### config.mk
export PLATFORM = sky130hd
export DESIGN_NAME = step_clock_gen
export DESIGN_NICKNAME = d
export VERILOG_FILES = /design/src/rtl/step_clock_gen.sv
export SDC_FILE = /design/constraint.sdc
export NUM_CORES = 1
export LEC_CHECK = 0
export CAP_MARGIN = 5
export CORE_ASPECT_RATIO = 0.75
export CORE_MARGIN = 10
export CORE_UTILIZATION = 36
export DETAILED_ROUTE_END_ITERATION = 10
export HOLD_SLACK_MARGIN = 0.05
export PLACE_DENSITY = 0.63
export RECOVER_POWER = 100
export SYNTH_ARGS = -nofsm -noshare
export SYNTH_HDL_FRONTEND = slang
export SYNTH_SLANG_ARGS = --single-unit
### constraint.sdc
create_clock -name clock -period 2 [get_ports clock]
set_input_delay 0.2 -clock clock [delete_from_list [all_inputs] [get_ports clock]]
set_output_delay 0.2 -clock clock [all_outputs]
set_load 0.03 [all_outputs]
### src/rtl/step_clock_gen.sv
// Debounced single-step / auto-step clock generator for the DE0 bring-up top.
// Define STEP_COUNTER_EN to build the 16-bit step counter; otherwise step_count reads 0.
module step_clock_gen #(
  parameter int unsigned DEBOUNCE_CYCLES = 500000,
  parameter int unsigned RUN_DIV         = 25000000,
  parameter int unsigned PULSE_WIDTH     = 4
) (
  input  logic        clock,
  input  logic        reset_n,
  input  logic        button_n,
  input  logic        run_sw,
  input  logic        count_clr,
  output logic        step_pulse,
  output logic        step_clock,
  output logic [15:0] step_count,
  output logic        btn_level
);

  localparam int unsigned DB_W  = $clog2(DEBOUNCE_CYCLES);
  localparam int unsigned DIV_W = $clog2(RUN_DIV);
  localparam int unsigned PW_W  = (PULSE_WIDTH > 1) ? $clog2(PULSE_WIDTH) : 1;

  localparam logic [DB_W-1:0]  DB_LAST  = DB_W'(DEBOUNCE_CYCLES - 1);
  localparam logic [DIV_W-1:0] DIV_LAST = DIV_W'(RUN_DIV - 1);
  localparam logic [PW_W-1:0]  PW_LAST  = PW_W'(PULSE_WIDTH - 1);

  typedef enum logic [1:0] {
    IDLE,
    PRESS_WAIT,
    HELD,
    RELEASE_WAIT
  } db_state_e;

  logic [1:0]       btn_sync;
  logic [1:0]       run_sync;
  logic             btn;
  logic             run;
  db_state_e        state;
  logic [DB_W-1:0]  db_cnt;
  logic             press_veto;
  logic [DIV_W-1:0] div_cnt;
  logic [PW_W-1:0]  width_cnt;
  logic             press_event;
  logic             auto_step;
  logic             step_next;

  // Button synchroniser resets to "released" so a reset never fakes a press.
  always_ff @(posedge clock or negedge reset_n) begin
    if (!reset_n) begin
      btn_sync <= 2'b11;
      run_sync <= 2'b00;
    end else begin
      // NOTE: non-blocking assignments in clocked blocks so each flop samples pre-edge values.
      btn_sync <= {btn_sync[0], button_n};
      run_sync <= {run_sync[0], run_sw};
    end
  end

  assign btn = ~btn_sync[1];
  assign run = run_sync[1];

  // press_veto remembers that run was high at any point during a press debounce,
  // so flipping the switch mid-press can never leak a manual step.
  always_ff @(posedge clock or negedge reset_n) begin
    if (!reset_n) begin
      state      <= IDLE;
      db_cnt     <= '0;
      press_veto <= 1'b0;
      btn_level  <= 1'b0;
    end else begin
      case (state)
        IDLE: begin
          if (btn) begin
            state      <= PRESS_WAIT;
            db_cnt     <= '0;
            press_veto <= run;
          end
        end
        PRESS_WAIT: begin
          if (!btn) begin
            state <= IDLE;
          end else if (db_cnt == DB_LAST) begin
            state     <= HELD;
            btn_level <= 1'b1;
          end else begin
            db_cnt     <= db_cnt + 1'b1;
            press_veto <= press_veto | run;
          end
        end
        HELD: begin
          if (!btn) begin
            state  <= RELEASE_WAIT;
            db_cnt <= '0;
          end
        end
        RELEASE_WAIT: begin
          if (btn) begin
            state <= HELD;
          end else if (db_cnt == DB_LAST) begin
            state     <= IDLE;
            btn_level <= 1'b0;
          end else begin
            db_cnt <= db_cnt + 1'b1;
          end
        end
        default: state <= IDLE;
      endcase
    end
  end

  assign press_event = (state == PRESS_WAIT) && btn && (db_cnt == DB_LAST) && !run && !press_veto;
  assign auto_step   = run && (div_cnt == DIV_LAST);
  assign step_next   = press_event | auto_step;

  // Divider parks at 0 in manual mode so the first auto-step is a full period away.
  always_ff @(posedge clock or negedge reset_n) begin
    if (!reset_n) begin
      div_cnt <= '0;
    end else if (!run || div_cnt == DIV_LAST) begin
      div_cnt <= '0;
    end else begin
      div_cnt <= div_cnt + 1'b1;
    end
  end

  // A new step while stretched reloads the width counter, keeping step_clock high.
  always_ff @(posedge clock or negedge reset_n) begin
    if (!reset_n) begin
      step_pulse <= 1'b0;
      step_clock <= 1'b0;
      width_cnt  <= '0;
    end else begin
      step_pulse <= step_next;
      if (step_next) begin
        step_clock <= 1'b1;
        width_cnt  <= PW_LAST;
      end else if (step_clock) begin
        if (width_cnt == '0) begin
          step_clock <= 1'b0;
        end else begin
          width_cnt <= width_cnt - 1'b1;
        end
      end
    end
  end

`ifdef STEP_COUNTER_EN
  logic [15:0] count_q;

  always_ff @(posedge clock or negedge reset_n) begin
    if (!reset_n) begin
      count_q <= '0;
    end else if (count_clr) begin
      count_q <= '0;
    end else if (step_pulse) begin
      count_q <= count_q + 1'b1;
    end
  end

  assign step_count = count_q;
`else
  logic unused_count_clr;

  assign unused_count_clr = count_clr;
  assign step_count       = 16'h0000;
`endif

endmodule

# After elaboration in Yosys (flattened, before gate mapping)
# Cells that the tools add are included.
[totals] reg_bits=56 in_bits=5 output_inout_bits=19 elab_cells=78
[classes] add_sub_neg=3 n_eq_ne=15 muxes=29 bitwise=3 n_reduce_logical=18
[ops] op="two-way mux 19 bit" count=5
[ops] op="one-hot mux 19 bit (4 select lines)" count=1
[ops] op="adder 25 x 1 -> 25 bit, second input constant" count=1
[ops] op="equality test 25 bit, second input constant" count=1
[ops] op="two-way mux 25 bit" count=1
[ops] op="adder 19 x 1 -> 19 bit, second input constant" count=1
[ops] op="equality test 19 bit, second input constant" count=1
[ops] op="two-way mux 2 bit" count=9
[ops] op="!= test 2 bit, second input constant" count=8
[ops] op="AND reduction 4 bit" count=3
[ops] op="two-way mux 1 bit" count=10
[ops] op="one-hot mux 2 bit (4 select lines)" count=1
[ops] op="!= test 3 bit, second input constant" count=2
[ops] op="nonzero test 2 bit" count=3
[ops] op="logical AND 1 bit" count=5
[ops] op="AND reduction 5 bit" count=1
[ops] op="equality test 2 bit, second input constant" count=2
[ops] op="logical NOT 2 bit" count=2
[ops] op="one-hot mux 1 bit (2 select lines)" count=2
[ops] op="equality test 2 x 1 -> 1 bit, second input constant" count=1
[ops] op="logical NOT 1 bit" count=2
[ops] op="OR 1 bit" count=2
[ops] op="AND reduction 2 bit" count=1
[ops] op="subtractor 2 x 1 -> 2 bit, second input constant" count=1
[ops] op="other kinds (2)" count=2

# Longest topological paths before layout
# Gate-level depths: netlist of run 1.
[depth] ltp_word=8 ltp_mapped=6 mapped_depth_nobuf=6

# Worst setup path before layout of run 1
# No wires, ideal clock.
[synth_timing] path_type="reg-to-reg" from="reg div_cnt[0]" to="reg div_cnt[24]" setup_ps=78 t_arrival_ps=2001 required_time_ps=1922 path_slack_ps=-79 path_stages_with_launch=7 n_path_buf=1 path_cell_list="dfrtp_1 ha_1 nand4_2 or4_1 buf_2 or4_1 a21oi_1"
[synth_via] elab_chain_cells=3
[synth_rtl] element="start, declared" line="41" source="logic [DIV_W-1:0] div_cnt;"
[synth_rtl] element="start signal, assigned" line="122" source="div_cnt <= div_cnt + 1'b1;"
[synth_rtl] element="parallel branches: the longest is 2 deep, another holds adder 25 x 1 -> 25 bit"
[synth_rtl] element="two-way mux 25 bit *" line="119" source="end else if (!run || div_cnt == DIV_LAST) begin"
# Mark *: on every way between the ends.
# A chain may end at the register's enable or synchronous reset.

# Worst setup path after layout of run 1
# Same ends and word-level chain as after synthesis.

==> results.md, run 1 <==
- Status: completed
- Top FF cell, synth: dfrtp_1
- Mapped Area: 2950 um^2
- # setup viols final: 0
- Switching Power: slightly above 0.5 mW
- Bufs and invs on worst path: 0
- Min Tclk post-route: 1.93 ns
- Top cell type's share of synthesized area: between 40% and 50%
- Post-synth ARST share: 100%
- CP Class: register to register
- Worst Hold Class: register to register
- Reg power frac: 60.1%
- Fin util: between 40 and 50%
- Row count: 28
- Max-Cap Viols: 0
- Iter 0 DRT Violations: ~140
- Layout area overhead: 18.3%
- Post-DP Area: 3280 um^2
- Slowest stage cell, crit path: or4_4
- Cell internal pwr: around 1.4 mW
- Drt pass-1 iters: 6
- Worst reg2reg path depth: 5
- Clock skew: 0.00694 ns
- Final-layout fill cell count: 785
- Die height: between 90 and 100 um
- Final Hold Viols: 0
- Sw Ratio: between 20% and 30%
- Post-route ant nets: 0
- Starting Density: a little under two fifths
- Peak per-stage delay on the critical path: 0.60 ns
- Clk root buf: clkbuf_8
- Clk slew on worst S/H paths: ~0.10 ns
- Maximum vdd ir drop: 0.000331 V
- Syn Inst Count: between 300 and 400
- CP delay by family, top: simple AND/OR/NAND/NOR gates
- Core Area: between 7000 and 8000 um^2
- Most frequent CP cell: or4_4
- Die area: 12300 um^2
- Worst hold slack: around 0.36 ns
- Worst hold endpoint: btn_sync[1]
- Longest Clk Path Bufs: 2
- EDFF count, synth: 0
- RSZ-0062 raised after global routing: yes
- Register area: between 1000 and 1500 um^2
- Leak pwr: 1.43 nW
- Multi-input logic area: 1460 um^2
- Vias: approximately 2400
- Pwr dens: between 500 and 600 nW/um^2
- Largest net degree at the start of global routing: 34
- Yosys reg bits: 56
- Residual DRC: 0
- Setup crit end kind: register
- Number of port buffers: 6
- GRT Resource Usage Total: between 10% and 20%
- CTS Buf Count: 5
- # nets final: between 300 and 400
- Fin crit share: between 90 and 100%
- Netlist cell types: slightly above 40
- Warnings from Yosys: 0
- Largest cells by area after synthesis: dfrtp_1 (46%), buf_4 (4.1%), a21oi_1 (3.7%), xnor2_1 (3.6%), nand2_1 (3.3%)
- Combinational Power Share: under 10%
- Reg2reg end: div_cnt[24]
- HP Start: btn_sync[0]
- Worst hold path cell count: 0
- Number of global-route vias before repair: approximately 2400
- Slew Viols, Final: 0
- Worst EP arrival: between 2 and 2.5 ns
- Clock Sinks: between 50 and 60
- Worst-margin pin slew: 1.32 ns
- Fin area: around 3500 um^2
- CP Cell Sequence: ha_4 -> nand4_4 -> or4_4 -> or4_4 -> a21oi_2
- Share of post-route cells with drive strength above 1: between 10% and 20%
- # IOs: 24
- Die width: 125 um
- H-tree depth: 2
- Detailed Place HPWL: roughly 4400 um
- Fmax achieved: around 0.52 GHz
- Crit path launch type: register
- Placer Congestion: 0.815
- Gr ovfl total: 0
- First-pass GRT wire length: approximately 11000 um
- Top-count cell post-synth: dfrtp_1
- Seq/Total Area, Yosys: ~48%
- CP required: roughly 2.3 ns
- Commonest cells post-synth: dfrtp_1 (54), nand2_1 (26), nor2_1 (25), a21oi_1 (22)
- TritonCTS clock tree: built
- Clk Latency, worst-skew pair: 0.31 ns
- Clock power share: 31.6%
- R2r setup slk: slightly above 0.07 ns
- Worst reg2reg path startpoint: div_cnt[0]
- Slew headroom: between 10% and 20%
- Drt total wl: between 6000 and 7000 um
- Via density per instance: 5.22
- Initial antenna violation count: 0
- Yosys top cell by area: dfrtp_1
- Avg Cell Area, Syn: 9.43 um^2
- WL/cell: between 10 and 15 um
- Peak fanout along the critical path: 5
- Diodes inserted: 0
==> worst register-to-register path: cells and delay by family, from the launching register on <==
| family | cells | cell delay (ns) |
|---|---|---|
| compound gates | 1 | 0.14 |
| fa+ha+maj | 1 | 0.16 |
| flops | 1 | 0.40 |
| simple gates | 3 | 1.16 |
==> state kept, by name, summed over array words and instances, names as in the netlist, named ones only <==
name	cells
div_cnt	25
db_cnt	19
btn_sync	2
run_sync	2
width_cnt	2
btn_level	1
press_veto	1
state	1
step_clock	1
step_pulse	1
==> placed cells by master (no fill, tap or decap), types with 2 or more instances in the layout <==
cell / Yosys / final
dfrtp_1: 54 / 52
buf_4: 16 / 34
nand2_1: 26 / 26
nor2_1: 25 / 25
a21oi_1: 22 / 21
nand3_1: 16 / 16
conb_1: 1 / 16
inv_1: 15 / 15
nand4_1: 13 / 13
o21ai_0: 12 / 12
xnor2_1: 12 / 12
or3_1: 11 / 11
xor2_1: 9 / 9
or4_1: 11 / 7
o31ai_1: 7 / 6
nor3_1: 6 / 5
nand2b_1: 5 / 5
mux2i_1: 5 / 5
clkbuf_8: 0 / 5
and3_1: 4 / 4
or4_4: 0 / 4
nor4_1: 4 / 4
o211ai_1: 4 / 4
and2_1: 3 / 3
dlygate4sd3_1: 0 / 3
clkdlybuf4s50_1: 0 / 3
and4_1: 2 / 2
a21boi_0: 2 / 2
a211oi_1: 2 / 2
ha_1: 3 / 2
dfstp_2: 2 / 2
clkbuf_1: 3 / 2
dfrtp_2: 0 / 2
==> stage by stage <==
| step | cells | setup slack, ns | total power [mW] | setup TNS [ns] |
|---|---|---|---|---|
| after floorplan | 328 | 0.00575 | 1.31 | 0 |
| final | 461 | 0.0705 | 1.95 | 0 |
| after detailed placement | 442 | 0.0233 | 1.35 | 0 |
| after global placement | 442 | 0.0322 | 1.34 | 0 |
| after CTS | 452 | 0.00123 | 1.98 | 0 |
| after global routing | 461 | -0.0158 | 2.05 | -0.0404 |
==> metal layers <==
metal  track usage, %  routed length (um)
met4             4.11                  82
met1             14.1                3230
met5                0                   0
met3             2.43                 342
met2             15.3                2770
==> cell families (layout without fill, tap and decap cells) <==
family	Yosys count	in the layout	share of synthesized area [%]
multiplexers	5	5	1.70
adder cells (fa/ha/maj)	3	3	1.27
AND/OR/NAND/NOR	134	135	24.7
flip-flops	56	56	47.6
AO/OA/AOI/OAI	54	54	11.2
XOR/XNOR	21	21	6.23
other	1	16	0.127
buffers and inverters	39	66	7.21
==> area by class of cell <==
| cell class | count | area share (%) |
|---|---|---|
| Clock buffer | 6 | 2.08 |
| Clock inverter | 2 | 0.358 |
| Inverter | 15 | 1.61 |
| Multi-Input combinational cell | 234 | 41.9 |
| Sequential cell | 56 | 40.3 |
| Tap cell | 105 | 3.76 |
| Timing Repair Buffer | 43 | 10.0 |
==> worst max-delay path by stage <==
stage / endpoint / startpoint / depth (start not counted)
CTS: step_pulse / div_cnt[11] / 4
global placement: step_pulse / div_cnt[11] / 4
global route: db_cnt[14] / db_cnt[1] / 6
floorplan: div_cnt[24] / div_cnt[0] / 6
detailed placement: div_cnt[23] / div_cnt[3] / 4
finish: div_cnt[24] / div_cnt[0] / 5
==> power by group through the flow <==
stage / logic [mW] / registers, mW / clock network (mW)
2_1_floorplan: 0.113 / 1.19 / 0
3_3_place_gp: 0.149 / 1.19 / 0
3_5_place_dp: 0.152 / 1.19 / 0
4_1_cts: 0.154 / 1.17 / 0.648
5_1_grt: 0.179 / 1.18 / 0.689
6_report: 0.161 / 1.17 / 0.617
==> timing repair <==
item | 4_1_cts | 5_1_grt
hold buffers | 1 | 0
gates resized for setup | 1 | 10
gates cloned | 0 | 1
setup buffers | 1 | 8
hold endpoints to repair | 21 | 0
setup endpoints to repair | 4 | 26
pin swaps | 0 | 7
No activity file was read; power rests on OpenSTA's default activity.
==> inputs of run 2 (changes only) <==
Settings changed: ABC_CLOCK_PERIOD_IN_PS set to 2000.
==> results of run 2 <==
Same layout as run 1: the final DEF is identical, and so are final timing and power.
